## src/rtl/pc_control_pkg.sv

```systemverilog
// Shared constants and types for the program-counter control slice.
package pc_control_pkg;

    localparam int PC_WIDTH_DEFAULT = 32;

    typedef logic [PC_WIDTH_DEFAULT-1:0] pc_t;

    // Branch condition select encoding carried on in_ctrl_btype.
    localparam logic BTYPE_ZERO = 1'b0;
    localparam logic BTYPE_NEG  = 1'b1;

endpackage

```

## src/rtl/pc_control_if.sv

```systemverilog
// Control/ALU-to-PC bus; counter signals exist only when PCCONTROL_STATS_EN is defined.
interface pc_control_if #(
    parameter int PC_WIDTH  = 32,
    parameter int CNT_WIDTH = 16
);
    // No handshake: every field is sampled each cycle, in_stall is the only hold mechanism.
    logic                in_ctrl_branch;
    logic                in_ctrl_btype;
    logic                in_ctrl_jump;
    logic                in_ctrl_neg;
    logic                in_ctrl_zero;
    logic                in_stall;
    logic [PC_WIDTH-1:0] in_target;
    logic                out;
    logic [PC_WIDTH-1:0] out_pc;
`ifdef PCCONTROL_STATS_EN
    logic [CNT_WIDTH-1:0] out_taken_cnt;
    logic [CNT_WIDTH-1:0] out_branch_cnt;

    modport master (
        output in_ctrl_branch, in_ctrl_btype, in_ctrl_jump, in_ctrl_neg, in_ctrl_zero,
        output in_stall, in_target,
        input  out, out_pc, out_taken_cnt, out_branch_cnt
    );

    modport slave (
        input  in_ctrl_branch, in_ctrl_btype, in_ctrl_jump, in_ctrl_neg, in_ctrl_zero,
        input  in_stall, in_target,
        output out, out_pc, out_taken_cnt, out_branch_cnt
    );
`else
    modport master (
        output in_ctrl_branch, in_ctrl_btype, in_ctrl_jump, in_ctrl_neg, in_ctrl_zero,
        output in_stall, in_target,
        input  out, out_pc
    );

    modport slave (
        input  in_ctrl_branch, in_ctrl_btype, in_ctrl_jump, in_ctrl_neg, in_ctrl_zero,
        input  in_stall, in_target,
        output out, out_pc
    );
`endif

endinterface

```

## src/rtl/pc_branch_resolve.sv

```systemverilog
// Combinational take-target resolution from control and ALU flags.
module pc_branch_resolve
    import pc_control_pkg::*;
(
    input  logic ctrl_branch_i,
    input  logic ctrl_btype_i,
    input  logic ctrl_jump_i,
    input  logic ctrl_neg_i,
    input  logic ctrl_zero_i,
    output logic take_o
);

    logic flag_sel;

    // Only the flag named by btype matters; the other one is a don't-care.
    assign flag_sel = (ctrl_btype_i == BTYPE_NEG) ? ctrl_neg_i : ctrl_zero_i;
    assign take_o   = ctrl_jump_i | (ctrl_branch_i & flag_sel);

endmodule

```

## src/rtl/pc_control.sv

```systemverilog
// Architectural PC register with branch/jump select.
// Optional statistics counters are enabled with PCCONTROL_STATS_EN.
module pc_control
    import pc_control_pkg::*;
#(
    parameter int                  PC_WIDTH  = PC_WIDTH_DEFAULT,
    parameter logic [PC_WIDTH-1:0] RESET_PC  = '0,
    parameter int                  CNT_WIDTH = 16
) (
    input  logic        clk,
    input  logic        rst,
    pc_control_if.slave bus
);

    logic                take;
    logic [PC_WIDTH-1:0] pc_q;
    logic [PC_WIDTH-1:0] pc_d;

    pc_branch_resolve u_resolve (
        .ctrl_branch_i (bus.in_ctrl_branch),
        .ctrl_btype_i  (bus.in_ctrl_btype),
        .ctrl_jump_i   (bus.in_ctrl_jump),
        .ctrl_neg_i    (bus.in_ctrl_neg),
        .ctrl_zero_i   (bus.in_ctrl_zero),
        .take_o        (take)
    );

    assign bus.out    = take;
    assign bus.out_pc = pc_q;

    // Sequential fetch wraps modulo 2^PC_WIDTH.
    always_comb begin
        pc_d = pc_q;
        if (!bus.in_stall) begin
            if (take) begin
                pc_d = bus.in_target;
            end else begin
                pc_d = pc_q + PC_WIDTH'(1);
            end
        end
    end

    always_ff @(posedge clk) begin
        if (rst) begin
            pc_q <= RESET_PC;
        end else begin
            pc_q <= pc_d;
        end
    end

`ifdef PCCONTROL_STATS_EN
    logic [CNT_WIDTH-1:0] branch_cnt_q;
    logic [CNT_WIDTH-1:0] branch_cnt_d;
    logic [CNT_WIDTH-1:0] taken_cnt_q;
    logic [CNT_WIDTH-1:0] taken_cnt_d;

    // Taken counts every unstalled take, jumps included; both saturate.
    always_comb begin
        branch_cnt_d = branch_cnt_q;
        taken_cnt_d  = taken_cnt_q;
        if (!bus.in_stall) begin
            if (bus.in_ctrl_branch && (branch_cnt_q != '1)) begin
                branch_cnt_d = branch_cnt_q + CNT_WIDTH'(1);
            end
            if (take && (taken_cnt_q != '1)) begin
                taken_cnt_d = taken_cnt_q + CNT_WIDTH'(1);
            end
        end
    end

    always_ff @(posedge clk) begin
        if (rst) begin
            branch_cnt_q <= '0;
            taken_cnt_q  <= '0;
        end else begin
            branch_cnt_q <= branch_cnt_d;
            taken_cnt_q  <= taken_cnt_d;
        end
    end

    assign bus.out_branch_cnt = branch_cnt_q;
    assign bus.out_taken_cnt  = taken_cnt_q;
`endif

endmodule

```

## src/flat_wrapper.sv

```systemverilog
// flat-port wrapper written by rule: the top's interface ports become plain ports
module pc_control_flat import pc_control_pkg::*;
#(
    parameter int                  PC_WIDTH  = PC_WIDTH_DEFAULT,
    parameter logic [PC_WIDTH-1:0] RESET_PC  = '0,
    parameter int                  CNT_WIDTH = 16
)
  (clk, rst, bus_in_ctrl_branch, bus_in_ctrl_btype, bus_in_ctrl_jump, bus_in_ctrl_neg, bus_in_ctrl_zero, bus_in_stall, bus_in_target, bus_out, bus_out_pc);
  pc_control_if #(.PC_WIDTH(PC_WIDTH), .CNT_WIDTH(CNT_WIDTH)) bus_i ();
  input  logic clk;
  input  logic rst;
  input wire logic [$bits(bus_i.in_ctrl_branch)-1:0] bus_in_ctrl_branch;
  input wire logic [$bits(bus_i.in_ctrl_btype)-1:0] bus_in_ctrl_btype;
  input wire logic [$bits(bus_i.in_ctrl_jump)-1:0] bus_in_ctrl_jump;
  input wire logic [$bits(bus_i.in_ctrl_neg)-1:0] bus_in_ctrl_neg;
  input wire logic [$bits(bus_i.in_ctrl_zero)-1:0] bus_in_ctrl_zero;
  input wire logic [$bits(bus_i.in_stall)-1:0] bus_in_stall;
  input wire logic [$bits(bus_i.in_target)-1:0] bus_in_target;
  output wire logic [$bits(bus_i.out)-1:0] bus_out;
  output wire logic [$bits(bus_i.out_pc)-1:0] bus_out_pc;
  assign bus_i.in_ctrl_branch = bus_in_ctrl_branch;
  assign bus_i.in_ctrl_btype = bus_in_ctrl_btype;
  assign bus_i.in_ctrl_jump = bus_in_ctrl_jump;
  assign bus_i.in_ctrl_neg = bus_in_ctrl_neg;
  assign bus_i.in_ctrl_zero = bus_in_ctrl_zero;
  assign bus_i.in_stall = bus_in_stall;
  assign bus_i.in_target = bus_in_target;
  assign bus_out = bus_i.out;
  assign bus_out_pc = bus_i.out_pc;
  pc_control #(.PC_WIDTH(PC_WIDTH), .RESET_PC(RESET_PC), .CNT_WIDTH(CNT_WIDTH)) u_core (.clk(clk), .rst(rst), .bus(bus_i));
endmodule
```

## config.mk

```make
export PLATFORM = sky130hd
export DESIGN_NAME = pc_control_flat
export DESIGN_NICKNAME = d
export VERILOG_FILES = /design/src/rtl/pc_control_pkg.sv /design/src/rtl/pc_control_if.sv /design/src/rtl/pc_branch_resolve.sv /design/src/rtl/pc_control.sv /design/src/flat_wrapper.sv
export SDC_FILE = /design/constraint.sdc
export NUM_CORES = 1
export LEC_CHECK = 0
export ABC_AREA = 1
export CAP_MARGIN = 20
export CORE_MARGIN = 5
export CORE_UTILIZATION = 45
export CTS_BUF_LIST = sky130_fd_sc_hd__clkbuf_8 sky130_fd_sc_hd__clkbuf_16
export CTS_CLUSTER_SIZE = 24
export DETAILED_ROUTE_END_ITERATION = 16
export HOLD_SLACK_MARGIN = 0.05
export PLACE_DENSITY = 0.87
export SYNTH_ARGS = -nofsm -noshare
export SYNTH_HDL_FRONTEND = slang
export SYNTH_SLANG_ARGS = --single-unit
```

## constraint.sdc

```tcl
create_clock -name clk -period 2.4 [get_ports clk]
set_clock_uncertainty 0.15 [all_clocks]
set_input_delay 0.6 -clock clk [delete_from_list [all_inputs] [get_ports clk]]
set_output_delay 0.6 -clock clk [all_outputs]
set_load 0.01 [all_outputs]
```

==> flow_summary_export.csv, run 1 <==
group,metric,value,unit
synth,synth_area_per_cell,5.88,µm²
route,vias_per_cell,5.03,
sta,layout_min_cycle_time,2.30,ns
cells_and_area,final_layout_size_suffix_gt1_frac,0.104,
floorplanning,initial_core_util,0.455,
route,drt_iter0_drc,238,
clock_network,htreeDepth,2,
cells_and_area,antenna_cells,0,
cells_and_area,area_growth,37.0,%
pwr,p_seq_frac,0.437,
cells_and_area,final_common_cell,"nand2_1",
worst_setup_path,worstPathArrival,1.55,ns
clock_network,cts_root_buf,"clkbuf_8",
clock_network,cts.sinks,32,
place,dp_hpwl,5440,µm
worst_setup_path,cp.required,1.65,ns
synth,ys_ff_latch,32,
sta,finalMaxSlewViolations,0,
pwr,internal_power,1.00,mW
route,drcViolationCount,0,
sta,clock.fmax,435,MHz
sta,hold_ws,0.365,ns
sta,worst_pin_slew,0.390,ns
clock_network,cts_setup_buffers,0,
floorplanning,die_h,83.9,µm
grt,grt_pass1_vias,2682,
grt,grtUsageTotal,0.206,
synth,synth_flop_cell,"dfxtp_1",
synth,yosys.area.top_type,"dfxtp_1",
worst_setup_path,reg2reg_slack,0.64,ns
worst_setup_path,start_kind,"input pin",
route,antenna_left,0,
synth,synth_warnings,0,
place,dp_slack,-0.205,ns
synth,syn-instance-count,418,
cells_and_area,final_cell_mix,"nand2_1 (116), nor2_1 (83), clkdlybuf4s50_1 (71), inv_1 (33)",
pwr,pwr-share-comb,0.264,
route,dr.pass1.iters,4,
synth,synth-async-reset-ratio,0,
floorplanning,row_count,27,
grt,grt_max_degree,24,
place,portBuffers,72,
worst_setup_path,critPathKind,"input pin to output pin",
pwr,power_frac_clock,0.299,
worst_setup_path,endpoint_kind,"output pin",
pwr,leakage,1.32,nW
clock_network,clkTransAtPathRegs,0.06,ns
synth,syn-num-nets,459,
sta,slew_headroom,0.740,
floorplanning,io_pins,73,
route,wire_per_inst,12.5,µm
sta,hold_viol,0,
synth,synth_edf_count,0,
pwr,p_per_area,427,nW/µm²
synth,synth_area_leaders,"dfxtp_1 (26%), nand2_1 (18%), nor2_1 (13%)",
sta,rsz0062_at_grt,"no",
synth,ys_types,27,
grt,overflow,0,
hold_path,hp-class,"flip-flop to flip-flop",
synth,ys_seq_area_frac,0.260,
worst_setup_path,cp_max_fo,2,
clock_network,postCtsHoldBufs,0,
sta,timing.final.ws_setup,0.101,ns
synth,synth_area,2460,µm²
grt,grt_pass1_wl,12200,µm
clock_network,clk_latency,0.29,ns
cells_and_area,fillers,521,
route,drt_wl_total,7010,µm
place,gp_congestion,0.875,
pwr,p_sw,0.440,mW
floorplanning,dieArea,7050,µm²
synth,synth_top_cell_area_share,0.260,
grt,grt_antenna_before_repair,0,
cells_and_area,nets,529,
cells_and_area,largest_reg_flops,32,
clock_network,cts_tree,"done",
pwr,worst_ir_drop_vdd,0.000211,V
pwr,finalPower,1.44,mW
clock_network,clk_path_buf_depth,2,
floorplanning,core,5410,µm²
outcome,outcome,"complete, no violations",
sta,finalCritPeriodShare,0.958,
floorplanning,fp.dieW,83.9,µm
job,maxCapViolCount,0,
sta,setup_viol,0,
pwr,swShare,0.306,
clock_network,cts_buffers,5,
route,num_vias,2824,
## per-stage QoR
stage / TNS (ns) / instances / cell area [µm²] / util
floorplan: 0 / 418 / 2460 / -
global placement: -0.214 / 553 / 3280 / 0.607
detailed placement: -0.438 / 553 / 3280 / 0.607
CTS: 0 / 561 / 3370 / 0.623
global route: 0 / 561 / 3370 / 0.624
finish: 0 / 561 / 3370 / 0.624
## cell families after synthesis
logic type	synth area share
compound gates	0.154
buf+inv	0.0855
xor+xnor	0.0173
fa+ha+maj	0.00509
flops	0.260
simple gates	0.478
## final timing paths
path / cells past startpoint / start / end
hold / removal: 2 / u_core.bus.out_pc[31] / u_core.bus.out_pc[31]
setup reg to reg: 9 / u_core.bus.out_pc[1] / u_core.bus.out_pc[30]
hold reg to reg: 2 / u_core.bus.out_pc[31] / u_core.bus.out_pc[31]
setup / recovery: 6 / bus_in_ctrl_btype / bus_out
## power groups by stage
stage	Clock, mW	Sequential, mW	Combinational (mW)
2_1_floorplan	0	0.643	0.177
3_3_place_gp	0	0.637	0.373
3_5_place_dp	0	0.639	0.381
4_1_cts	0.446	0.628	0.382
5_1_grt	0.464	0.637	0.420
6_report	0.430	0.630	0.380
## synth_stat cells, types with 2 or more instances
master    number
nand3_1       32
nor2_8         3
nor2_4         5
nand3b_1       4
inv_2          5
o21ai_0       21
xnor2_1        2
inv_1         31
nor2_2         7
nor2_1        83
o211ai_1       4
nand2_1      116
nand2_2        5
dfxtp_1       32
a21oi_1       30
or2_2          2
clkbuf_1      10
a21oi_2        6
a31oi_1        4
o21ai_1        2
buf_2          6
nand2_4        3
## critical path, stage by stage
cell             delay, ns
clkdlybuf4s50_1       0.48
inv_1                 0.04
nand2_1               0.05
nand3_1               0.06
nand2_1               0.08
clkdlybuf4s15_1       0.24
## layout make-up
type | instances | area (µm²) | share of cell area
sequential | 32 | 641 | 0.190
tap | 72 | 90.1 | 0.0267
multi-input combinational | 333 | 1610 | 0.477
timing repair buffer | 80 | 806 | 0.239
clock buffer | 6 | 82.6 | 0.0245
clock inverter | 2 | 7.51 | 0.00223
inverter | 36 | 135 | 0.0401
## timing repair
| action | in CTS | in global routing |
|---|---|---|
| resized for setup | 1 | 1 |
| setup endpoints to repair | 1 | 1 |
| pin swaps | 0 | 0 |
## routing by layer
metal,global-route usage,vias to the layer above,share of wire
li1,-,1467,-
met1,0.253,1258,0.43
met5,0,-,0
met2,0.370,91,0.50
met4,0.0512,0,0.011
met3,0.0365,8,0.065
(Power assumes the default switching activity.)
==> inputs of run 2 (changes only) <==
--- a/config.mk
+++ b/config.mk
@@ -5,7 +5,7 @@
 export SDC_FILE = /design/constraint.sdc
 export NUM_CORES = 1
 export LEC_CHECK = 0
-export ABC_AREA = 1
+export ABC_AREA = 0
 export CAP_MARGIN = 20
 export CORE_MARGIN = 5
 export CORE_UTILIZATION = 45
@@ -13,7 +13,8 @@
 export CTS_CLUSTER_SIZE = 24
 export DETAILED_ROUTE_END_ITERATION = 16
 export HOLD_SLACK_MARGIN = 0.05
-export PLACE_DENSITY = 0.87
+export PLACE_DENSITY = 0.89
 export SYNTH_ARGS = -nofsm -noshare
 export SYNTH_HDL_FRONTEND = slang
+export SYNTH_HIERARCHICAL = 1
 export SYNTH_SLANG_ARGS = --single-unit
==> run 2 against run 1 <==
Effect of this change: area after synthesis is 13% lower; design area decreased by 5.3%; total power fell by 3.6%; clock power fell by 7.9%; highest routed layer unchanged; global-route usage grew 2.8 points; wire length up 2.1%; critical path depth decreased by 2; non-clock buffer count rose by 18.
==> flow_summary_export.csv, run 2 <==
group,metric,value,unit
synth,synth_area_leaders,"dfxtp_1 (30%), a21oi_1 (6.5%), nor2_1 (6.3%)",
place,dp_slack,-0.435,ns
synth,ys_ff_latch,32,
clock_network,clk_latency,0.29,ns
sta,finalCritPeriodShare,0.984,
cells_and_area,final_cell_mix,"clkdlybuf4s50_1 (70), nor2_1 (35), dfxtp_1 (32), a21oi_1 (28), buf_4 (23)",
grt,grt_pass1_wl,11800,µm
cells_and_area,final_common_cell,"clkdlybuf4s50_1",
worst_setup_path,start_kind,"input pin",
worst_setup_path,r2r_start,"u_core/bus.out_pc[0]",
clock_network,cts_tree,"done",
place,gp_congestion,0.898,
synth,synth_flop_cell,"dfxtp_1",
cells_and_area,final_layout_size_suffix_gt1_frac,0.163,
route,drt_iter0_drc,243,
sta,timing.final.ws_setup,0.0386,ns
cells_and_area,nets,409,
floorplanning,dieArea,6230,µm²
sta,slew_headroom,0.711,
floorplanning,io_pins,73,
outcome,outcome,"complete, no violations",
sta,clock.fmax,423,MHz
worst_setup_path,cp_max_fo,2,
worst_setup_path,cp_slowest_cell,"clkdlybuf4s50_1",
worst_setup_path,r2r_cells,7,
synth,yosysMostFrequentCell,"nor2_1",
synth,ys_seq_area_frac,0.299,
route,wire_per_inst,17.0,µm
worst_setup_path,crit_chain,"clkdlybuf4s50_1 > mux2_4 > a21o_4 > buf_2",
synth,synth-async-reset-ratio,0,
route,antenna_left,0,
clock_network,clkTransAtPathRegs,0.07,ns
worst_setup_path,endpoint_kind,"output pin",
sta,setup_viol,0,
route,drcViolationCount,0,
pwr,leakage,1.20,nW
synth,synth_top_cell_area_share,0.299,
synth,synth_warnings,6,
hold_path,hold_start,"u_core/bus.out_pc[1]",
worst_setup_path,r2r_end,"u_core/bus.out_pc[16]",
place,portBuffers,72,
clock_network,cts.sinks,32,
worst_setup_path,worstPathArrival,1.61,ns
synth,ys_top_cells_by_count,"nor2_1 (36), dfxtp_1 (32), a21oi_1 (28)",
synth,syn-instance-count,285,
hold_path,hold_path_depth,2,
cells_and_area,antenna_cells,0,
synth,synth_edf_count,0,
cells_and_area,design_area,3190,µm²
clock_network,clk_path_buf_depth,2,
grt,grt_antenna_before_repair,0,
hold_path,hp-class,"flip-flop to flip-flop",
synth,syn-num-nets,326,
job,maxCapViolCount,0,
synth,ys_types,51,
synth,yosys.area.top_type,"dfxtp_1",
sta,worst_pin_slew,0.430,ns
worst_setup_path,reg2reg_slack,0.22,ns
grt,grt_pass1_vias,2552,
route,dr.pass1.iters,6,
clock_network,cts_root_buf,"clkbuf_8",
cells_and_area,largest_reg_flops,32,
sta,finalMaxSlewViolations,0,
sta,hold_viol,0,
route,num_vias,2631,
synth,synth_area,2140,µm²
floorplanning,die_h,79.0,µm
grt,grtUsageTotal,0.234,
floorplanning,core,4660,µm²
synth,synth_area_per_cell,7.51,µm²
clock_network,htreeDepth,2,
cells_and_area,area_growth,49.2,%
worst_setup_path,slowest_delay,0.40,ns
pwr,p_per_area,435,nW/µm²
route,drt_wl_total,7160,µm
clock_network,cts_buffers,5,
floorplanning,fp.dieW,79.0,µm
sta,layout_min_cycle_time,2.36,ns
place,placed_cell_area,3040,µm²
worst_setup_path,cp.required,1.65,ns
grt,grt_max_degree,33,
floorplanning,initial_core_util,0.459,
cells_and_area,utilization,0.685,
place,dp_hpwl,5120,µm
grt,overflow,0,
hold_path,min_to,"u_core/bus.out_pc[1]",
floorplanning,row_count,25,
pwr,worst_ir_drop_vdd,0.000219,V
route,vias_per_cell,6.23,
worst_setup_path,critPathKind,"input pin to output pin",
==> run 2: changes by cell type after synthesis, sizes merged, moves of 6 or more <==
cell and delta:
nor2 -62, nand2 -103, a21oi -8, a22oi +11
mux2i +8, o21ai -8, nand3 -19, nor3 +6
inv -31, clkbuf +8, nand4 +11, a31oi +6
nor4 +8
==> run 2: worst max-delay path by stage <==
stage | from | end | slack, ns | cells past startpoint
CTS | bus_in_ctrl_zero | bus_out | 0.03 | 4
detailed placement | bus_in_ctrl_btype | u_core/bus.out_pc[27] | -0.44 | 7
floorplan | bus_in_ctrl_btype | u_core/bus.out_pc[16] | 0.01 | 7
global route | bus_in_ctrl_zero | u_core/bus.out_pc[13] | -0.009 | 8
global placement | bus_in_ctrl_btype | bus_out | -0.39 | 4
finish | bus_in_ctrl_zero | bus_out | 0.04 | 4
==> run 2: worst max-delay path, delay by kind of cell <==
kind / cells / cell delay, ns
buf+inv: 2 / 0.53
compound gates: 1 / 0.20
mux: 1 / 0.27
==> run 2: kinds of logic after synthesis <==
| family | share of synthesized area |
|---|---|
| and+or+nand+nor | 0.321 |
| AOI/OAI and AO/OA | 0.267 |
| DFF | 0.299 |
| buffers and inverters | 0.0485 |
| muxes | 0.0585 |
| adders and majority gates | 0.00585 |
==> run 2: layout make-up <==
class | count | area, µm²
clock buffer | 5 | 68.8
clock inverter | 2 | 8.76
fill | 382 | 1470
inverter | 5 | 18.8
multi-input combinational | 226 | 1470
sequential | 32 | 641
tap | 54 | 67.6
timing repair buffer | 98 | 921
==> run 2: repair_timing <==
item | in CTS | in global routing
setup endpoints to repair | 17 | 6
gates resized for setup | 16 | 7
setup buffers | 0 | 0
pin swaps | 10 | 1
hold buffers | 0 | 0
==> run 2: layer usage <==
layer  vias to the layer above  track usage  part of all wire
li1                       1245            -                 -
met1                      1214        0.291              0.42
met2                       154        0.394              0.48
met3                        18       0.0556             0.087
met4                         0       0.0842             0.016
met5                         -            0                 0
==> run 2: power by group <==
group          internal, mW  leakage [nW]  switching [mW]
Sequential            0.565         0.263          0.0513
Clock                 0.193        0.0452           0.203
Combinational         0.212         0.894           0.163
Total                 0.970          1.20           0.417
==> run 2: per-stage QoR <==
stage	hold WS [ns]	std cells	power [mW]	setup TNS [ns]
finish	0.410	422	1.39	0
global route	0.462	422	1.45	-0.00894
CTS	0.415	422	1.38	0
detailed placement	0.395	415	0.982	-9.97
global placement	0.377	415	0.971	-8.53
floorplan	0.385	285	0.783	0
==> inputs of run 3 (changes only) <==
--- a/config.mk
+++ b/config.mk
@@ -7,6 +7,7 @@
 export LEC_CHECK = 0
 export ABC_AREA = 0
 export CAP_MARGIN = 20
+export CORE_ASPECT_RATIO = 0.9
 export CORE_MARGIN = 5
 export CORE_UTILIZATION = 45
 export CTS_BUF_LIST = sky130_fd_sc_hd__clkbuf_8 sky130_fd_sc_hd__clkbuf_16
==> run 3 against run 2 <==
Effect of this change: worst setup slack improved by 0.017 ns; design area is 0.12% lower; sequential power barely moved; critical path type is now input pin to flip-flop; utilization up 2.1 points; register-to-register slack worse by 0.04 ns.
==> flow_summary_export.csv, run 3 (synthesis gave the netlist of run 2 again) <==
group,metric,value,unit
sta,worst_pin_slew,0.499,ns
clock_network,htreeDepth,2,
worst_setup_path,r2r_start,"u_core/bus.out_pc[0]",
floorplanning,io_pins,73,
grt,grt_pass1_wl,11000,µm
clock_network,cts_tree,"done",
worst_setup_path,start_kind,"input pin",
worst_setup_path,r2r_end,"u_core/bus.out_pc[16]",
place,portBuffers,72,
sta,finalCritPeriodShare,0.977,
hold_path,hold_path_depth,2,
clock_network,clk_path_buf_depth,2,
cells_and_area,largest_reg_flops,32,
sta,clock.fmax,427,MHz
pwr,p_per_area,444,nW/µm²
sta,slew_headroom,0.665,
clock_network,cts_root_buf,"clkbuf_8",
cells_and_area,final_cell_mix,"clkdlybuf4s50_1 (70), nor2_1 (35), dfxtp_1 (32), a21oi_1 (28), buf_4 (22)",
floorplanning,initial_core_util,0.474,
route,drt_wl_total,7230,µm
place,dp_hpwl,5210,µm
place,place_inst,421,
sta,finalSetupTns,0,ns
clock_network,cts_buffers,5,
worst_setup_path,critPathKind,"input pin to flip-flop",
grt,grt_antenna_before_repair,0,
clock_network,clk_latency,0.28,ns
clock_network,postCtsHoldBufs,0,
route,num_vias,2620,
sta,finalMaxSlewViolations,0,
cells_and_area,antenna_cells,0,
route,antenna_left,0,
cells_and_area,nets,407,
clock_network,cts.sinks,32,
route,wire_per_inst,16.9,µm
cells_and_area,final_layout_size_suffix_gt1_frac,0.147,
sta,setup_viol,0,
hold_path,min_to,"u_core/bus.out_pc[11]",
route,drt_iter0_drc,311,
worst_setup_path,cp.required,2.46,ns
floorplanning,row_count,23,
place,gp_congestion,0.885,
grt,grtUsageTotal,0.227,
worst_setup_path,worstPathArrival,2.40,ns
worst_setup_path,reg2reg_slack,0.18,ns
worst_setup_path,endpoint_kind,"flip-flop",
sta,hold_viol,0,
cells_and_area,stdcell_count,429,
grt,grt_pass1_vias,2365,
cells_and_area,area_growth,49.1,%
route,vias_per_cell,6.11,
pwr,worst_ir_drop_vdd,0.000417,V
route,dr.pass1.iters,5,
job,maxCapViolCount,0,
floorplanning,dieArea,6240,µm²
grt,grt_max_degree,34,
clock_network,cts_setup_buffers,0,
floorplanning,die_h,75.4,µm
hold_path,hold_start,"u_core/bus.out_pc[11]",
floorplanning,core,4520,µm²
clock_network,clkTransAtPathRegs,0.07,ns
route,drcViolationCount,0,
hold_path,hp-class,"flip-flop to flip-flop",
cells_and_area,final_common_cell,"clkdlybuf4s50_1",
worst_setup_path,r2r_cells,6,
floorplanning,fp.dieW,82.7,µm
outcome,outcome,"complete, no violations",
pwr,leakage,1.20,nW
grt,overflow,0,
worst_setup_path,cp_max_fo,8,
sta,layout_min_cycle_time,2.34,ns
-- run 3: metal layers --
layer / track usage / up-vias / wire length [µm]
li1: - / 1239 / -
met1: 0.296 / 1212 / 3050
met2: 0.367 / 149 / 3400
met3: 0.0461 / 20 / 605
met4: 0.0926 / 0 / 172
met5: 0 / - / 0
-- run 3: per-stage QoR --
stage	area [µm²]	util	hold slack (ns)	worst slack (ns)	power, mW
after floorplan	2150	-	0.385	0.0134	0.783
after global placement	3030	0.672	0.375	-0.392	0.969
after detailed placement	3030	0.672	0.388	-0.426	0.979
after CTS	3160	0.700	0.398	0.0620	1.41
after global routing	3190	0.706	0.422	-0.00734	1.48
final	3190	0.706	0.397	0.0557	1.41
-- run 3: worst max-delay path by stage --
stage               cells after the start  slack (ns)               endpoint               from
CTS                                     4        0.06                bus_out   bus_in_ctrl_zero
finish                                  7        0.06  u_core/bus.out_pc[25]   bus_in_ctrl_zero
global route                            8      -0.007  u_core/bus.out_pc[13]   bus_in_ctrl_zero
global placement                        4       -0.39                bus_out  bus_in_ctrl_btype
floorplan                               7        0.01  u_core/bus.out_pc[16]  bus_in_ctrl_btype
detailed placement                      8       -0.43  u_core/bus.out_pc[26]  bus_in_ctrl_btype
-- run 3: what timing repair did --
action	in CTS	in global routing
endpoints found under the hold margin	0	0
setup endpoints to repair	15	9
pin swaps	0	3
resized for setup	14	6
-- run 3: critical path, cell delays in order --
cell	delay (ns)
clkdlybuf4s50_1	0.39
mux2_4	0.27
a21o_4	0.21
buf_6	0.13
or2_4	0.28
or3_1	0.38
a31oi_1	0.14
-- run 3: final cells by class --
cell class                      instances  area [µm²]
Clock buffer                            6        82.6
Multi-Input combinational cell        226        1450
Timing Repair Buffer                   96         917
Tap cell                               62        77.6
Sequential cell                        32         641
Inverter                                5        18.8
Fill cell                             383        1330
Clock inverter                          2        7.51
-- run 3: report_power, final --
group | internal, mW | switching, mW
clock | 0.225 | 0.200
combinational | 0.211 | 0.160
sequential | 0.565 | 0.0525
